**src/rtl/i2c_pkg.sv**
```systemverilog
// Shared types and constants for the I2C target-side responder and bus helpers.
package i2c_pkg;

    typedef enum logic [2:0] {
        ST_IDLE,
        ST_ADDR,
        ST_ADDR_ACK,
        ST_WR_DATA,
        ST_WR_ACK,
        ST_RD_DATA,
        ST_RD_ACK,
        ST_WAIT_STOP
    } i2c_state_e;

    localparam logic I2C_ACK   = 1'b0;
    localparam logic I2C_NACK  = 1'b1;
    localparam int   BYTE_BITS = 8;

endpackage

```
**src/rtl/i2c_bus_sync.sv**
```systemverilog
// SCL/SDA synchronizers with edge strobes and START/STOP detection on the system clock.
module i2c_bus_sync #(
    parameter int SYNC_STAGES = 2
) (
    input  logic Mclk,
    input  logic reset_n,
    input  logic scl_in,
    input  logic sda_in,
    output logic sda,
    output logic scl_rise,
    output logic scl_fall,
    output logic start,
    output logic stop
);

    logic [SYNC_STAGES-1:0] scl_sync, sda_sync;
    logic                   scl_d, sda_d;
    logic                   scl;
    logic                   sda_rise, sda_fall;

    // Reset to 1 so an idle bus produces no edges after reset release.
    always_ff @(posedge Mclk or negedge reset_n) begin
        if (!reset_n) begin
            scl_sync <= '1;
            sda_sync <= '1;
            scl_d    <= 1'b1;
            sda_d    <= 1'b1;
        end else begin
            scl_sync <= {scl_sync[SYNC_STAGES-2:0], scl_in};
            sda_sync <= {sda_sync[SYNC_STAGES-2:0], sda_in};
            scl_d    <= scl_sync[SYNC_STAGES-1];
            sda_d    <= sda_sync[SYNC_STAGES-1];
        end
    end

    assign scl      = scl_sync[SYNC_STAGES-1];
    assign sda      = sda_sync[SYNC_STAGES-1];
    assign scl_rise =  scl & ~scl_d;
    assign scl_fall = ~scl &  scl_d;
    assign sda_rise =  sda & ~sda_d;
    assign sda_fall = ~sda &  sda_d;
    assign start    = sda_fall & scl;
    assign stop     = sda_rise & scl;

endmodule

```
**src/rtl/i2c_slave_responder.sv**
```systemverilog
// I2C target: address match, write-byte receive and read-byte transmit via open-drain SDA.
module i2c_slave_responder
    import i2c_pkg::*;
#(
    parameter logic [6:0] SLAVE_ADDR  = 7'h42,
    parameter int         SYNC_STAGES = 2
) (
    input  logic       Mclk,
    input  logic       reset_n,
    input  logic       scl_in,
    input  logic       sda_in,
    output logic       sda_oe,
    input  logic       rx_ready,
    output logic [7:0] rx_data,
    output logic       rx_valid,
    input  logic [7:0] tx_data,
    output logic       tx_next,
    output logic       busy,
    output logic       start_det,
    output logic       stop_det
);

    localparam logic [3:0] LAST_BIT = 4'(BYTE_BITS - 1);
    localparam logic [3:0] FULL_CNT = 4'(BYTE_BITS);

    logic sda, scl_rise, scl_fall, start, stop;

    i2c_bus_sync #(.SYNC_STAGES(SYNC_STAGES)) u_sync (
        .Mclk     (Mclk),
        .reset_n  (reset_n),
        .scl_in   (scl_in),
        .sda_in   (sda_in),
        .sda      (sda),
        .scl_rise (scl_rise),
        .scl_fall (scl_fall),
        .start    (start),
        .stop     (stop)
    );

    i2c_state_e             state;
    logic [3:0]             bit_cnt;
    logic [BYTE_BITS-2:0]   shreg;
    logic [BYTE_BITS-2:0]   tx_shift;
    logic                   rw;
    logic                   addr_hit;
    logic                   rx_ack;

    always_ff @(posedge Mclk or negedge reset_n) begin
        if (!reset_n) begin
            state     <= ST_IDLE;
            bit_cnt   <= '0;
            shreg     <= '0;
            tx_shift  <= '0;
            rw        <= 1'b0;
            addr_hit  <= 1'b0;
            rx_ack    <= 1'b0;
            sda_oe    <= 1'b0;
            busy      <= 1'b0;
            rx_data   <= 8'h00;
            rx_valid  <= 1'b0;
            tx_next   <= 1'b0;
            start_det <= 1'b0;
            stop_det  <= 1'b0;
        end else begin
            rx_valid  <= 1'b0;
            tx_next   <= 1'b0;
            start_det <= start;
            stop_det  <= stop;
            if (start) begin
                state    <= ST_ADDR;
                bit_cnt  <= '0;
                sda_oe   <= 1'b0;
                addr_hit <= 1'b0;
            end else if (stop) begin
                state  <= ST_IDLE;
                sda_oe <= 1'b0;
                busy   <= 1'b0;
            end else begin
                case (state)
                    ST_ADDR: begin
                        if (scl_rise && bit_cnt != FULL_CNT) begin
                            shreg   <= {shreg[BYTE_BITS-3:0], sda};
                            bit_cnt <= bit_cnt + 4'd1;
                            if (bit_cnt == LAST_BIT) begin
                                rw <= sda;
                                if (shreg == SLAVE_ADDR) begin
                                    addr_hit <= 1'b1;
                                end else begin
                                    busy  <= 1'b0;
                                    state <= ST_WAIT_STOP;
                                end
                            end
                        end else if (scl_fall && bit_cnt == FULL_CNT && addr_hit) begin
                            sda_oe <= 1'b1;
                            busy   <= 1'b1;
                            state  <= ST_ADDR_ACK;
                        end
                    end
                    ST_ADDR_ACK: begin
                        if (scl_fall) begin
                            bit_cnt <= '0;
                            if (!rw) begin
                                sda_oe <= 1'b0;
                                state  <= ST_WR_DATA;
                            end else begin
                                tx_next  <= 1'b1;
                                tx_shift <= tx_data[6:0];
                                sda_oe   <= ~tx_data[7];
                                state    <= ST_RD_DATA;
                            end
                        end
                    end
                    ST_WR_DATA: begin
                        if (scl_rise && bit_cnt != FULL_CNT) begin
                            shreg   <= {shreg[BYTE_BITS-3:0], sda};
                            bit_cnt <= bit_cnt + 4'd1;
                            if (bit_cnt == LAST_BIT) begin
                                rx_data  <= {shreg, sda};
                                rx_valid <= 1'b1;
                                rx_ack   <= rx_ready;
                            end
                        end else if (scl_fall && bit_cnt == FULL_CNT) begin
                            sda_oe <= rx_ack;
                            state  <= ST_WR_ACK;
                        end
                    end
                    ST_WR_ACK: begin
                        if (scl_fall) begin
                            sda_oe <= 1'b0;
                            if (rx_ack) begin
                                bit_cnt <= '0;
                                state   <= ST_WR_DATA;
                            end else begin
                                state <= ST_WAIT_STOP;
                            end
                        end
                    end
                    ST_RD_DATA: begin
                        // Bit 7 went out on entry; each fall moves to the next bit,
                        // the fall after bit 0 hands SDA back for the master's ACK.
                        if (scl_fall) begin
                            if (bit_cnt == LAST_BIT) begin
                                sda_oe  <= 1'b0;
                                bit_cnt <= FULL_CNT;
                                state   <= ST_RD_ACK;
                            end else begin
                                sda_oe   <= ~tx_shift[BYTE_BITS-2];
                                tx_shift <= {tx_shift[BYTE_BITS-3:0], 1'b0};
                                bit_cnt  <= bit_cnt + 4'd1;
                            end
                        end
                    end
                    ST_RD_ACK: begin
                        if (scl_rise) begin
                            if (sda == I2C_NACK) begin
                                sda_oe <= 1'b0;
                                busy   <= 1'b0;
                                state  <= ST_WAIT_STOP;
                            end
                        end else if (scl_fall) begin
                            tx_next  <= 1'b1;
                            tx_shift <= tx_data[6:0];
                            sda_oe   <= ~tx_data[7];
                            bit_cnt  <= '0;
                            state    <= ST_RD_DATA;
                        end
                    end
                    default: ;
                endcase
            end
        end
    end

endmodule
```
**config.mk**
```make
export PLATFORM = sky130hd
export DESIGN_NAME = i2c_slave_responder
export DESIGN_NICKNAME = d
export VERILOG_FILES = /design/src/rtl/i2c_pkg.sv /design/src/rtl/i2c_bus_sync.sv /design/src/rtl/i2c_slave_responder.sv
export SDC_FILE = /design/constraint.sdc
export NUM_CORES = 1
export LEC_CHECK = 0
export ABC_CLOCK_PERIOD_IN_PS = 3300
export BUFFER_PORTS_ARGS = -buffer_cell sky130_fd_sc_hd__buf_2
export CAP_MARGIN = 0
export CORE_ASPECT_RATIO = 0.8
export CORE_MARGIN = 2
export CORE_UTILIZATION = 30
export DETAILED_ROUTE_END_ITERATION = 12
export GPL_ROUTABILITY_DRIVEN = 0
export SLEW_MARGIN = 20
export SYNTH_ARGS = -nofsm -noshare
export SYNTH_HDL_FRONTEND = slang
export SYNTH_SLANG_ARGS = --single-unit
```
**constraint.sdc**
```tcl
create_clock -name Mclk -period 3.3 [get_ports Mclk]
set_input_delay 0 -clock Mclk [delete_from_list [all_inputs] [get_ports Mclk]]
set_output_delay 0 -clock Mclk [all_outputs]
set_load 0.05 [all_outputs]
```
==> key figures <==
Status
  – Status: finished, final reports clean

Die
  – Die area: about 0.0085 mm2
  – Die H: slightly above 80 um
  – IO Pins: 27
  – FP Rows: 28
  – Core ar.: about 0.0075 mm2
  – Initial Util: 0.312
  – Die Wd: between 100 and 150 um

STA
  – Final Setup Violations: 0
  – Post-route minimum period: 2430 ps
  – Fin Clk Skew: approximately 12 ps
  – TNS Setup: 0 ps
  – Highest Clock Rate: between 400 and 500 MHz
  – Unrepaired setup endpoints after global routing: no
  – Measured slew at the worst slew-check pin: about 960 ps
  – Final Cycle Share: 0.736
  – Final hold vios: 0
  – Headroom to the max-slew limit: 0.362
  – Worst hold slack: 58.8 ps
  – Slew Limit Fails: 0

CTS
  – # clock sinks: 44
  – Clock Latency Late Sink: around 300 ps
  – CTS H-tree lvls: 2
  – Root buffer cell: clkbuf_8
  – TritonCTS clock tree: yes
  – Worst-path clk slew: about 80 ps
  – Clock buffer depth: 2
  – Number of CTS-inserted buffers: 5

Placed design
  – DP Area: roughly 0.0025 mm2
  – Dpl cells: 335
  – HPWL Detailed: about 3400 um
  – PortBufs: 26

Drt
  – Drt pass-1 iters: 4
  – Routed len/inst: 13.7 um
  – Initial detailed-routing violation count: around 140
  – Post-route ant nets: 0
  – Vias per cell: just under 5
  – DR vias: approximately 1,700
  – DRC viols: 0
  – WL final: 4780 um

Cells and area
  – Fin area: 0.00276 mm2
  – Area Overhead vs Synth: 17.8%
  – Ant. Diodes: 0
  – Multi-input gate area: ~0.0011 mm2
  – Reg area: between 0.001 and 0.0015 mm2
  – Finished Layout Cells: between 300 and 400
  – Nets: 260
  – Fill count: 757
  – Layout cells sized above 1: 0.317

Setup path
  – Crit-path max FO: 6
  – Critical path class: reg -> reg
  – Crit path buffers/inverters: 0
  – CP arrival: roughly 2600 ps
  – WP data required: about 3500 ps
  – Critical path cell sequence: ha_1, nand4b_1, o21ai_0, a211oi_1, o31ai_2, mux2_2
  – CP max stage delay: roughly 560 ps
  – CP delay by family, top: compound AO/OA/AOI/OAI gates
  – Slowest CP cell: dfstp_2
  – Critical Path Source Type: flip-flop
  – CP Capture Type: flip-flop

Power and ir drop
  – Logic pwr share: 0.368
  – Switching power: 0.736 mW
  – P_leak: 1.28 nW
  – Sw Ratio: 0.344
  – Cell area power density: a little under 800 mW/mm2
  – Clock Power Share: 0.264
  – Pint: 1.40 mW
  – Peak supply drop: around 0.38 mV
  – Seq pwr share: 0.368

Run
  – Max-Cap Viols: 0

Global routing
  – All-Layer GR Usage: 0.120
  – Vias in the first global route: 1,595
  – First-pass GRT wire length: slightly above 8000 um
  – Pin count of the biggest net entering global routing: 45
  – Initial antenna violation count: 0
  – GR Overflow Total: 0

Worst hold path
  – Worst hold-check path type: in -> reg

Synthesis
  – Count leader, synth: dfrtp_1
  – Largest area contributor in the netlist: dfrtp_1
  – Synth Net Count: roughly 230
  – Yosys reg bits: 44
  – Ys flop type: dfrtp_1
  – Synth cell count leaders: dfrtp_1 (38), mux2_2 (30), nand2_1 (18), o21ai_0 (12), inv_1 (11)
  – Synth top area cells: dfrtp_1 (41%), mux2_2 (14%), dfstp_2 (6.7%)
  – Post-synth top area share: 0.406
  – Mapped Area: approximately 0.0023 mm2
  – Distinct cell type count of the synthesized netlist: 51
  – Synth Area per Inst: 10.9 um2
  – Fraction of registers with async set or reset after synthesis: 1.00
  – Seq/Total Area, Yosys: 0.474
  – Gate count of the mapped netlist: 215
  – Synth warnings: 0
  – Post-synth EDFFs: 0
## per-stage QoR
stage	setup WS [ps]	power, mW	utilization
final	873	2.14	0.368
after global routing	742	2.28	0.368
after CTS	877	2.15	0.368
after detailed placement	919	1.57	0.340
after global placement	942	1.56	0.340
after floorplan	1090	1.42	-
## final timing paths
check	startpoint	endpoint	slack, ps	cells after the start
setup / recovery	u_sync.scl_d$_DFF_PN1_	state[1]$_DFFE_PN0P_	870	6
hold reg to reg	u_sync.scl_sync[0]$_DFF_PN1_	u_sync.scl_sync[1]$_DFF_PN1_	360	0
min in group asynchronous	reset_n	rx_ack$_DFFE_PN0P_	390	2
hold / removal	tx_data[1]	tx_shift[1]$_DFFE_PN0P_	60	4
max in group asynchronous	reset_n	tx_shift[0]$_DFFE_PN0P_	2310	2
setup reg to reg	u_sync.scl_d$_DFF_PN1_	state[1]$_DFFE_PN0P_	870	6
## cell usage in the layout (no fill, tap or decap), types with 2 or more instances in the layout
cell type,n
a2bb2oi_1,2
mux2i_1,2
nor3b_1,5
nand2_1,18
ha_1,5
nand3_1,3
o31ai_1,3
o211ai_1,2
o2bb2ai_1,2
or4_1,2
inv_1,11
dfstp_2,6
dlygate4sd3_1,5
buf_2,26
buf_4,2
a21oi_1,10
nor2_1,8
o21ai_0,12
a211oi_1,3
mux2_1,2
o22ai_1,2
nor3_1,4
mux2_2,30
and3b_1,2
dfrtp_1,38
nand2b_1,2
bufinv_16,3
clkbuf_8,5
nor2b_1,5
## tightest hold or removal path, stage by stage
cell	delay, ps
buf_2	80
nand2_1	40
o21ai_0	60
mux2_2	140
## registers in the layout (all words and copies together), names as in the netlist
| signal | count |
|---|---|
| u_sync.sda_sync | 2 |
| start_det | 1 |
| addr_hit | 1 |
| rx_valid | 1 |
| sda_oe | 1 |
| rw | 1 |
| busy | 1 |
| state | 3 |
| bit_cnt | 4 |
| tx_next | 1 |
| tx_shift | 7 |
| rx_data | 8 |
| shreg | 7 |
| u_sync.sda_d | 1 |
| stop_det | 1 |
| rx_ack | 1 |
| u_sync.scl_d | 1 |
| u_sync.scl_sync | 2 |
## cell type report
cell class,instances,area share
multi-input cells,147,0.407
flip-flops and latches,44,0.402
repair buffers,33,0.0708
well taps,105,0.0476
clock inverters,3,0.0327
clock buffers,5,0.0250
inverters,11,0.0150
## per-layer routing
metal / vias up / wire (um) / global-route usage
li1: 834 / - / -
met1: 827 / 2420 / 0.188
met2: 45 / 2050 / 0.161
met3: 4 / 258 / 0.0303
met4: 0 / 52 / 0.0323
met5: - / 0 / 0
## power groups by stage
| stage | logic, mW | registers (mW) | clock network, mW |
|---|---|---|---|
| 6_report | 0.787 | 0.787 | 0.566 |
| 5_1_grt | 0.865 | 0.811 | 0.600 |
| 4_1_cts | 0.784 | 0.784 | 0.580 |
| 2_1_floorplan | 0.634 | 0.784 | 0 |
| 3_3_place_gp | 0.772 | 0.790 | 0 |
| 3_5_place_dp | 0.776 | 0.794 | 0 |
## timing repair
| action | CTS | global route |
|---|---|---|
| setup endpoints to repair | 0 | 0 |
| endpoints found under the hold margin | 42 | 0 |
| setup buffers | 0 | 0 |
| hold buffers | 5 | 0 |
| resized for setup | 0 | 0 |
## cells by family after synthesis
kind of cell             Yosys count  share of synthesized area
AND/OR/NAND/NOR                   58                      0.141
buffers and inverters             24                     0.0470
flip-flops                        44                      0.474
multiplexers                      34                      0.162
AO/OA/AOI/OAI                     50                      0.149
adder cells (fa/ha/maj)            5                     0.0267
(Power assumes the default switching activity.)
